## src/rtl/mac_pkg.sv

```systemverilog
// Shared widths and state encoding for the dot-product sequencer and its DSP.
// Ports: none (package only).
// Operand widths match an 18x18 signed multiplier; the accumulator is 54 bits.
package mac_pkg;

   localparam int MAC_A_W = 18;
   localparam int MAC_B_W = 18;
   localparam int MAC_W   = 54;

   typedef enum logic {
      ST_ACC  = 1'b0,
      ST_HOLD = 1'b1
   } state_t;

endpackage

```

## src/rtl/mac_dot_seq.sv

```systemverilog
// Streaming dot-product sequencer wrapped around an external combinational DSP.
// Ports: in_valid/in_ready/in_a/in_b operand stream; mac_a/b/c/dout DSP side;
//        out_valid/out_ready/out_data result stream (one result per LEN terms).
// Latency: result valid the cycle after the LEN-th accepted pair; in_ready is 0
// while a result is pending, so a stalled consumer stalls the operand stream.
module mac_dot_seq
   import mac_pkg::*;
#(
   parameter int LEN = 16
)
(
   input  logic               clk,
   input  logic               reset,
   input  logic               in_valid,
   output logic               in_ready,
   input  logic [MAC_A_W-1:0] in_a,
   input  logic [MAC_B_W-1:0] in_b,
   output logic [MAC_A_W-1:0] mac_a,
   output logic [MAC_B_W-1:0] mac_b,
   output logic [MAC_W-1:0]   mac_c,
   input  logic [MAC_W-1:0]   mac_dout,
   output logic               out_valid,
   input  logic               out_ready,
   output logic [MAC_W-1:0]   out_data
);

   localparam int CNT_W = $clog2(LEN + 1);
   localparam logic [CNT_W-1:0] LAST = CNT_W'(LEN - 1);

   state_t           state;
   logic [CNT_W-1:0] cnt;
   logic             first;
   logic [MAC_W-1:0] acc;

   // Operands go straight to the DSP; the whole multiply-add fits in one cycle.
   assign mac_a = in_a;
   assign mac_b = in_b;

   // A fresh vector adds onto zero, so acc from the previous result never leaks.
   assign mac_c = first ? '0 : acc;

   // Handshake outputs are pure decodes of the state register.
   assign in_ready  = (state == ST_ACC);
   assign out_valid = (state == ST_HOLD);
   assign out_data  = acc;

   always_ff @(posedge clk) begin
      if (reset) begin
         state <= ST_ACC;
         cnt   <= '0;
         first <= 1'b1;
         acc   <= '0;
      end else begin
         case (state)
            ST_ACC: begin
               if (in_valid) begin
                  acc <= mac_dout;
                  if (cnt == LAST) begin
                     cnt   <= '0;
                     first <= 1'b1;
                     state <= ST_HOLD;
                  end else begin
                     cnt   <= cnt + CNT_W'(1);
                     first <= 1'b0;
                  end
               end
            end
            ST_HOLD: begin
               if (out_ready) begin
                  state <= ST_ACC;
               end
            end
            default: begin
               state <= ST_ACC;
            end
         endcase
      end
   end

endmodule

```

## config.mk

```make
export PLATFORM = sky130hd
export DESIGN_NAME = mac_dot_seq
export DESIGN_NICKNAME = d
export VERILOG_FILES = /design/src/rtl/mac_pkg.sv /design/src/rtl/mac_dot_seq.sv
export SDC_FILE = /design/constraint.sdc
export NUM_CORES = 1
export LEC_CHECK = 0
export CAP_MARGIN = 20
export CORE_UTILIZATION = 29
export DETAILED_ROUTE_END_ITERATION = 10
export GPL_TIMING_DRIVEN = 0
export PLACE_DENSITY = 0.78
export SYNTH_ARGS = -nofsm -noshare
export SYNTH_HDL_FRONTEND = slang
export SYNTH_SLANG_ARGS = --single-unit
```

## constraint.sdc

```tcl
create_clock -name clk -period 1.1 [get_ports clk]
set_input_delay 0.22 -clock clk [delete_from_list [all_inputs] [get_ports clk]]
set_output_delay 0.22 -clock clk [all_outputs]
set_load 0.02 [all_outputs]
```

* Yosys cells after proc, flatten, opt, wreduce, memory -nomap -nowiden
Index checks and enable logic that the tools add are counted.
Storage, ports and cells: logic and storage cells 14, output and inout bits 146, flip-flop bits (word level) 61, memory bits (writable) 0, ROM bits 0, memories kept 0, bits in latches 0, input port bits 94
Cells by class: muxes and demuxes 6, div/mod/pow operators 0, $add $sub $neg 1, multipliers 0, shifts and indexed selects 0, reduce and logical (&&, ||, !) cells 1, order comparisons 0, bitwise gates (word level) 1, eq/ne operators 1
Operators by type and width (count):
- 2-to-1 mux 54 bit | 1
- adder 5 x 1 -> 5 bit (second input constant) | 1
- == test 5 x 4 -> 1 bit (second input constant) | 1
- 2-to-1 mux 5 bit | 1
- 2-to-1 mux 1 bit | 3
- case mux 1 bit (2 select lines) | 1
- AND reduction 2 bit | 1
- inverter 1 bit | 1

* Logic depth before layout (Yosys ltp)
Gate-level depths: netlist of run 1.
depth in word-level cells 4, depth in mapped cells 5, depth with buffers taken out 4

* Least setup slack after synthesis of run 1
No wires, ideal clock.
path kind register to register, start register state (netlist: out_valid), end register acc[10] (netlist: out_data[10]), path slack -112 ps, required time 968 ps, path buffers 2, setup time 132 ps, data arrival time 1080 ps, stages on the path, launching flop included 6, clock period less this slack 1212 ps, path through dfxtp_1 > and2b_1 > buf_4 > buf_4 > nand2_1 > a21oi_1
Between the ends: cells in the longest elaborated chain, start to end 2
RTL lines:
- start: declaration | line mac_dot_seq.sv:30 | state_t state;
- start signal: assignment | line mac_dot_seq.sv:49 | state <= ST_ACC;
- start signal: assignment | line mac_dot_seq.sv:61 | state <= ST_HOLD;
- start signal: assignment | line mac_dot_seq.sv:70 | state <= ST_ACC;
- inverter 1 bit (no source line)
- AND reduction 2 bit (no source line)
- end signal: assignment | line mac_dot_seq.sv:57 | acc <= mac_dout;
- end: declaration | line mac_dot_seq.sv:33 | logic [MAC_W-1:0] acc;
Every way passes these cells. A chain may end at the register's enable or synchronous reset.

* Final worst setup path of run 1
start register first, end output mac_c[0]
Between the ends: cells in the longest elaborated chain, start to end 1
RTL lines:
- start: declaration | line mac_dot_seq.sv:32 | logic first;
- start signal: assignment | line mac_dot_seq.sv:51 | first <= 1'b1;
- start signal: assignment | line mac_dot_seq.sv:60 | first <= 1'b1;
- start signal: assignment | line mac_dot_seq.sv:64 | first <= 1'b0;
- 2-to-1 mux 54 bit | line mac_dot_seq.sv:40 | assign mac_c = first ? '0 : acc;
- end: declaration | line mac_dot_seq.sv:20 | output logic [MAC_W-1:0] mac_c,
Every way passes these cells.

==> flow_summary.ini, run 1 <==
[outcome]
run_status = finished with violations
failed_checks = negative setup slack

[layout]
antennaDiodeCount = 0
layout.core_utilization = 0.660
finish.cell_count_without_fillers = 724
leading_cell_type_in_the_layout_fill_and_taps_excluded = sky130_fd_sc_hd__buf_4
layout.nets = 686
most-common-layout-cells = sky130_fd_sc_hd__buf_4 (122), sky130_fd_sc_hd__nand2_1 (59), sky130_fd_sc_hd__clkdlybuf4s50_1 (56)
layout_cell_area_excl_fill_um2 = 6100
area.sequential_um2 = 1270
multi_input_comb_area_um2 = 1860
fillerInstances = 761
syn_to_final_growth_pct = 120
final_layout_size_suffix_gt1_frac = 0.615

[hold_path]
whs_endpoint = out_data[5]
holdCritStartpoint = mac_dout[5]
hold_class = primary input to register
worst_hold_path.num_cells = 3

[grt]
first_pass_grt_wire_length_um = 15200
gr-total-overflow = 0
first_global_vias = 3083
globalRouteMet2Util = 0.366
grt.met1_usage = 0.218
grt_util_met3 = 0.0474
grt_start_max_net_pins = 11
top_usage_layer = met2
grt_antenna_before_repair = 0
gr-usage-all-layers = 0.194

[floorplan]
floorplan.initialDensity = 0.301
core.rowCount = 35
design.die.area_um2 = 9970
design.core.area_um2 = 9240
pin_count = 240
floorplan_die_height_um = 99.9
die_width_um = 99.9

[clocking]
clock_latency_ns = 0.33
tritoncts = built
htree_depth = 3
clk_root_buffer_cell = sky130_fd_sc_hd__clkbuf_8
tritoncts_num_sinks = 61
max-clock-path-buffers = 2
cts_made_buffers = 9
path_clk_slew_ns = 0.06

[worst_setup_path]
cp.required_ns = 0.88
setup.worst_path.start_class = register
path_max_fanout = 8
crit_family = buffers and inverters
depth_of_the_most_critical_reg_to_reg_path = 6
reg2reg_setup_slack_ns = -0.14
critical_path_arrival_ns = 1.24
critical_path.cell_chain = buf_12, buf_4, nor2b_1, buf_4
cp_common_cell = sky130_fd_sc_hd__buf_4
r2r-start = out_valid
worst-setup-path-type = register to output port
timing.critical_path.buf_inv = 3
timing.critical_path.to_type = output port
setup.worst_path.start = first
slowest_stage_cell_cp = sky130_fd_sc_hd__dfxtp_2
worstReg2RegEnd = out_data[22]
critPathMaxStageDelay_ns = 0.33

[synthesis]
yosys_warnings = 0
ys_seq_elements = 61
netlist_top_cells_area = sky130_fd_sc_hd__dfxtp_1 (44%), sky130_fd_sc_hd__nand2_1 (15%), sky130_fd_sc_hd__nor2b_1 (12%)
synth.yosys.seq_area_share = 0.440
syn_inst = 361
area_share_of_the_largest_cell_type_after_synthesis = 0.440
synthesis.nets = 456
ys_types = 23
synth_area_um2 = 2780
synth_largest_area_cell = sky130_fd_sc_hd__dfxtp_1
synthesis.area_per_instance_um2 = 7.69

[timing]
hold_viol_final = 0
timing.final.crit_share = 1.33
finalMaxSlewViolations = 0
timing.hold.ws_ns = 0.444
worst-slew-pin-transition_ns = 0.324
fin_tns_setup_ns = -20.33
final-setup-viol-count = 116
final.setup_skew_ns = 0.00920
fmax_mhz = 685
timing.final.ws_setup_ns = -0.360
unrepaired_setup_endpoints_after_global_routing = yes
slew_headroom = 0.784
min_period_ns = 1.46

[drt]
first_iter_violations = 49
routed_via_density = 4.46
routed_wl_um = 11000
detailroute.via_count = 3227
drcViolationCount = 0
wl_per_cell_um = 15.2
drtPass1Iterations = 4
drt.antenna.violating_nets = 0

[place]
placed_area_um2 = 5000
final_weighted_congestion_in_routability_driven_placement = 0.706
post-place-cells = 693
io_buffer_count = 203
place_ws_ns = -0.845
dp_hpwl_um = 7170

[power_and_ir_drop]
p_per_area_nw_per_um2 = 982
cellLeakagePower_nw = 2.76
max-vdd-ir-drop_mv = 0.595
report.power.total_mw = 5.99

[run]
drv_cap = 0
-- kinds of logic (layout without fill, tap and decap cells) --
logic type               Yosys count  count (layout)  share of synthesized area
buffers and inverters             62             296                      0.144
adder cells (fa/ha/maj)            1               1                    0.00450
AO/OA/AOI/OAI                     60              60                      0.114
XOR/XNOR                           2               2                    0.00631
flip-flops                        61              61                      0.440
AND/OR/NAND/NOR                  175             175                      0.292
-- Yosys cell counts, drive strengths merged --
cell type / n
and2b: 1
dfxtp: 61
ha: 1
clkbuf: 10
inv: 2
buf: 50
a21oi: 56
xnor2: 1
nor3b: 1
nand2b: 1
nand3: 1
nor2b: 54
nand2: 111
a21o: 1
xor2: 1
o31ai: 1
nor2: 4
o32a: 1
or3: 1
o21ai: 1
nand3b: 1
-- sequential cells by signal, summed over array words and instances (netlist names) --
signal	cells
cnt	5
first	1
out_data	54
out_valid	1
-- worst register-to-register path, stage by stage, from the launching register on --
cell,delay (ns)
sky130_fd_sc_hd__dfxtp_4,0.36
sky130_fd_sc_hd__and2b_2,0.25
sky130_fd_sc_hd__buf_6,0.14
sky130_fd_sc_hd__buf_12,0.13
sky130_fd_sc_hd__buf_12,0.14
sky130_fd_sc_hd__nand2_2,0.05
sky130_fd_sc_hd__a21oi_2,0.04
-- layer usage --
metal | routed length, µm | vias to the layer above | share of wire
met2 | 6010 | 139 | 0.55
met4 | 74 | 0 | 0.0067
li1 | - | 1570 | -
met5 | 0 | - | 0
met3 | 691 | 8 | 0.063
met1 | 4250 | 1510 | 0.39
-- power by group --
group | switching (mW) | internal [mW] | total [mW]
combinational | 0.904 | 0.952 | 1.86
clock | 0.822 | 0.863 | 1.68
sequential | 0.101 | 2.34 | 2.44
total | 1.83 | 4.16 | 5.99
-- worst max path at each step --
stage / end / cells past startpoint
6_report: mac_c[0] / 4
5_1_grt: mac_c[0] / 4
4_1_cts: mac_c[28] / 4
3_5_place_dp: mac_c[52] / 4
3_3_place_gp: mac_c[44] / 4
2_1_floorplan: mac_c[44] / 3
-- cell type report --
cell class / count / share of cell area
Buffer: 60 / 0.0960
Clock buffer: 13 / 0.0244
Clock inverter: 2 / 0.00164
Inverter: 2 / 0.00164
Multi-Input combinational cell: 238 / 0.306
Sequential cell: 61 / 0.208
Tap cell: 129 / 0.0265
Timing Repair Buffer: 219 / 0.336
-- repair_timing --
item | 4_1_cts | 5_1_grt
pin swaps | 28 | 47
resized for setup | 638 | 257
buffers inserted | 10 | 3
hold buffers | 0 | 0
endpoints found under the setup margin | 193 | 174
gates cloned | 5 | 2
(Power assumes the default switching activity.)
==> inputs of run 2 (changes only) <==
--- a/config.mk
+++ b/config.mk
@@ -8,6 +8,8 @@
 export CAP_MARGIN = 20
-export CORE_UTILIZATION = 29
+export CELL_PAD_IN_SITES_DETAIL_PLACEMENT = 1
+export CELL_PAD_IN_SITES_GLOBAL_PLACEMENT = 1
+export CORE_UTILIZATION = 19
 export DETAILED_ROUTE_END_ITERATION = 10
 export GPL_TIMING_DRIVEN = 0
-export PLACE_DENSITY = 0.78
+export PLACE_DENSITY_LB_ADDON = 0.1
 export SYNTH_ARGS = -nofsm -noshare
==> constraint.sdc (replaced) <==
create_clock -name clk -period 1.1 [get_ports clk]
set_input_delay 0.11 -clock clk [delete_from_list [all_inputs] [get_ports clk]]
set_output_delay 0.11 -clock clk [all_outputs]
set_load 0.02 [all_outputs]
==> run 2 against run 1 <==
Net effect:
- the run still ends with negative setup slack left
- worst hold slack got worse by 0.099 ns
- clock skew is 0.0017 ns lower
- total power up 32%
- register-to-register slack worse by 0.02 ns
- via count increased by 2.2%
- sequential cell count is the same
- clock power grew 100%
- critical path depth unchanged
- wire length rose by 12%
- final area increased by 11%
- maximum frequency increased by 8.5%
- first-iteration DRC count increased by 18%
==> flow_summary.ini, run 2 (same netlist as run 1, synthesis figures left out) <==
[worst_setup_path]
cp.required_ns = 0.99
timing.critical_path.to_type = output port
crit_family = buffers and inverters
setup.worst_path.start_class = register
critPathMaxStageDelay_ns = 0.33
timing.critical_path.buf_inv = 3
critical_path.cell_chain = buf_12, clkbuf_16, nor2b_1, buf_4
path_max_fanout = 10
critical_path_arrival_ns = 1.24
slowest_stage_cell_cp = sky130_fd_sc_hd__dfxtp_2
worst-setup-path-type = register to output port

[drt]
m1WireLength_um = 4890
first_iter_violations = 58
met2_wirelength_um = 6540
detailroute.via_count = 3297
met3WireLength_um = 811
drtPass1Iterations = 2
drt.antenna.violating_nets = 0
drcViolationCount = 0
top_layer_used = met4
routed_wl_um = 12300
wl_per_cell_um = 15.7
routed_via_density = 4.19

[timing]
fmax_mhz = 743
hold_viol_final = 0
slew_headroom = 0.523
unrepaired_setup_endpoints_after_global_routing = yes
timing.final.crit_share = 1.22
worst-slew-pin-transition_ns = 0.716
finalMaxSlewViolations = 0
final-setup-viol-count = 111
final.setup_skew_ns = 0.00747
min_period_ns = 1.35
timing.final.ws_setup_ns = -0.246

[place]
placed_area_um2 = 5040
final_weighted_congestion_in_routability_driven_placement = 0.690
dp_hpwl_um = 8060
post-place-cells = 744
place_ws_ns = -0.762
io_buffer_count = 203

[layout]
finish.cell_count_without_fillers = 787
layout.nets = 697
leading_cell_type_in_the_layout_fill_and_taps_excluded = sky130_fd_sc_hd__clkdlybuf4s50_1
most-common-layout-cells = sky130_fd_sc_hd__clkdlybuf4s50_1 (93), sky130_fd_sc_hd__buf_4 (73), sky130_fd_sc_hd__nand2_4 (55), sky130_fd_sc_hd__a21oi_2 (55), sky130_fd_sc_hd__dfxtp_1 (40)
layout_cell_area_excl_fill_um2 = 6770
antennaDiodeCount = 0
syn_to_final_growth_pct = 144
fillerInstances = 1559
final_layout_size_suffix_gt1_frac = 0.664
largest_reg_flops = 54

[clocking]
clk_root_buffer_cell = sky130_fd_sc_hd__clkbuf_16
tritoncts_num_sinks = 61
cts_made_buffers = 9
max-clock-path-buffers = 2
htree_depth = 3
tritoncts = built
cts_hold_buf = 0
clock_latency_ns = 0.32
path_clk_slew_ns = 0.06

[grt]
first_global_vias = 3293
gr-total-overflow = 0
grt_antenna_before_repair = 0
gr-usage-all-layers = 0.147
grt_start_max_net_pins = 12
first_pass_grt_wire_length_um = 16900

[power_and_ir_drop]
p_per_area_nw_per_um2 = 1160
max-vdd-ir-drop_mv = 0.591
cellLeakagePower_nw = 2.97
report.power.total_mw = 7.88

[floorplan]
die_width_um = 123
design.die.area_um2 = 15100
pin_count = 240
core.rowCount = 43
design.core.area_um2 = 14100
floorplan.initialDensity = 0.197
floorplan_die_height_um = 123

[run]
drv_cap = 0

[outcome]
failed_checks = negative setup slack
run_status = finished with violations

[hold_path]
hold_class = primary input to register
run 2: what timing repair did:
item / in CTS / in global routing
cloned: 6 / 7
buffers inserted: 11 / 5
endpoints found under the setup margin: 156 / 148
pin swaps: 43 / 59
resized for setup: 569 / 269
run 2: final cells by class:
type / count / area (µm²) / share of cell area
inverter: 2 / 7.51 / 0.00111
clock buffer: 11 / 253 / 0.0373
clock inverter: 5 / 106 / 0.0157
buffer: 60 / 628 / 0.0928
timing repair buffer: 230 / 2220 / 0.328
sequential: 61 / 1250 / 0.185
multi-input combinational: 238 / 2080 / 0.307
tap: 180 / 225 / 0.0333
run 2: path summary, 6_finish.rpt:
| kind | start | end | slack, ns | cells past startpoint |
|---|---|---|---|---|
| worst max-delay path | first | mac_c[30] | -0.25 | 4 |
| worst max register to register | out_valid | out_data[22] | -0.16 | 6 |
| worst min-delay path | mac_dout[53] | out_data[53] | 0.34 | 3 |
| worst min register to register | out_data[34] | out_data[34] | 0.46 | 2 |
run 2: per-layer routing:
| layer | track usage | vias to the layer above |
|---|---|---|
| met4 | 0.0297 | 0 |
| met5 | 0 | - |
| met1 | 0.171 | 1562 |
| met3 | 0.0447 | 7 |
| met2 | 0.263 | 133 |
| li1 | - | 1595 |
run 2: metrics by stage:
step,setup TNS (ns),hold slack (ns),utilization
final,-17.68,0.345,0.480
after global routing,-22.90,0.345,0.480
after CTS,-17.27,0.331,0.428
after detailed placement,-55.78,0.465,0.358
after global placement,-53.93,0.453,0.358
after floorplan,-1.10,0.246,-
run 2: worst reg2reg max path, stage by stage, from the launching register on:
cell,delay [ns]
sky130_fd_sc_hd__dfxtp_4,0.37
sky130_fd_sc_hd__and2b_2,0.27
sky130_fd_sc_hd__buf_6,0.13
sky130_fd_sc_hd__buf_8,0.12
sky130_fd_sc_hd__buf_8,0.14
sky130_fd_sc_hd__nand2_2,0.07
sky130_fd_sc_hd__a21oi_2,0.05
run 2: power by group:
part | internal [mW] | switching [mW]
clock | 2.34 | 1.06
combinational | 1.06 | 0.952
sequential | 2.34 | 0.125
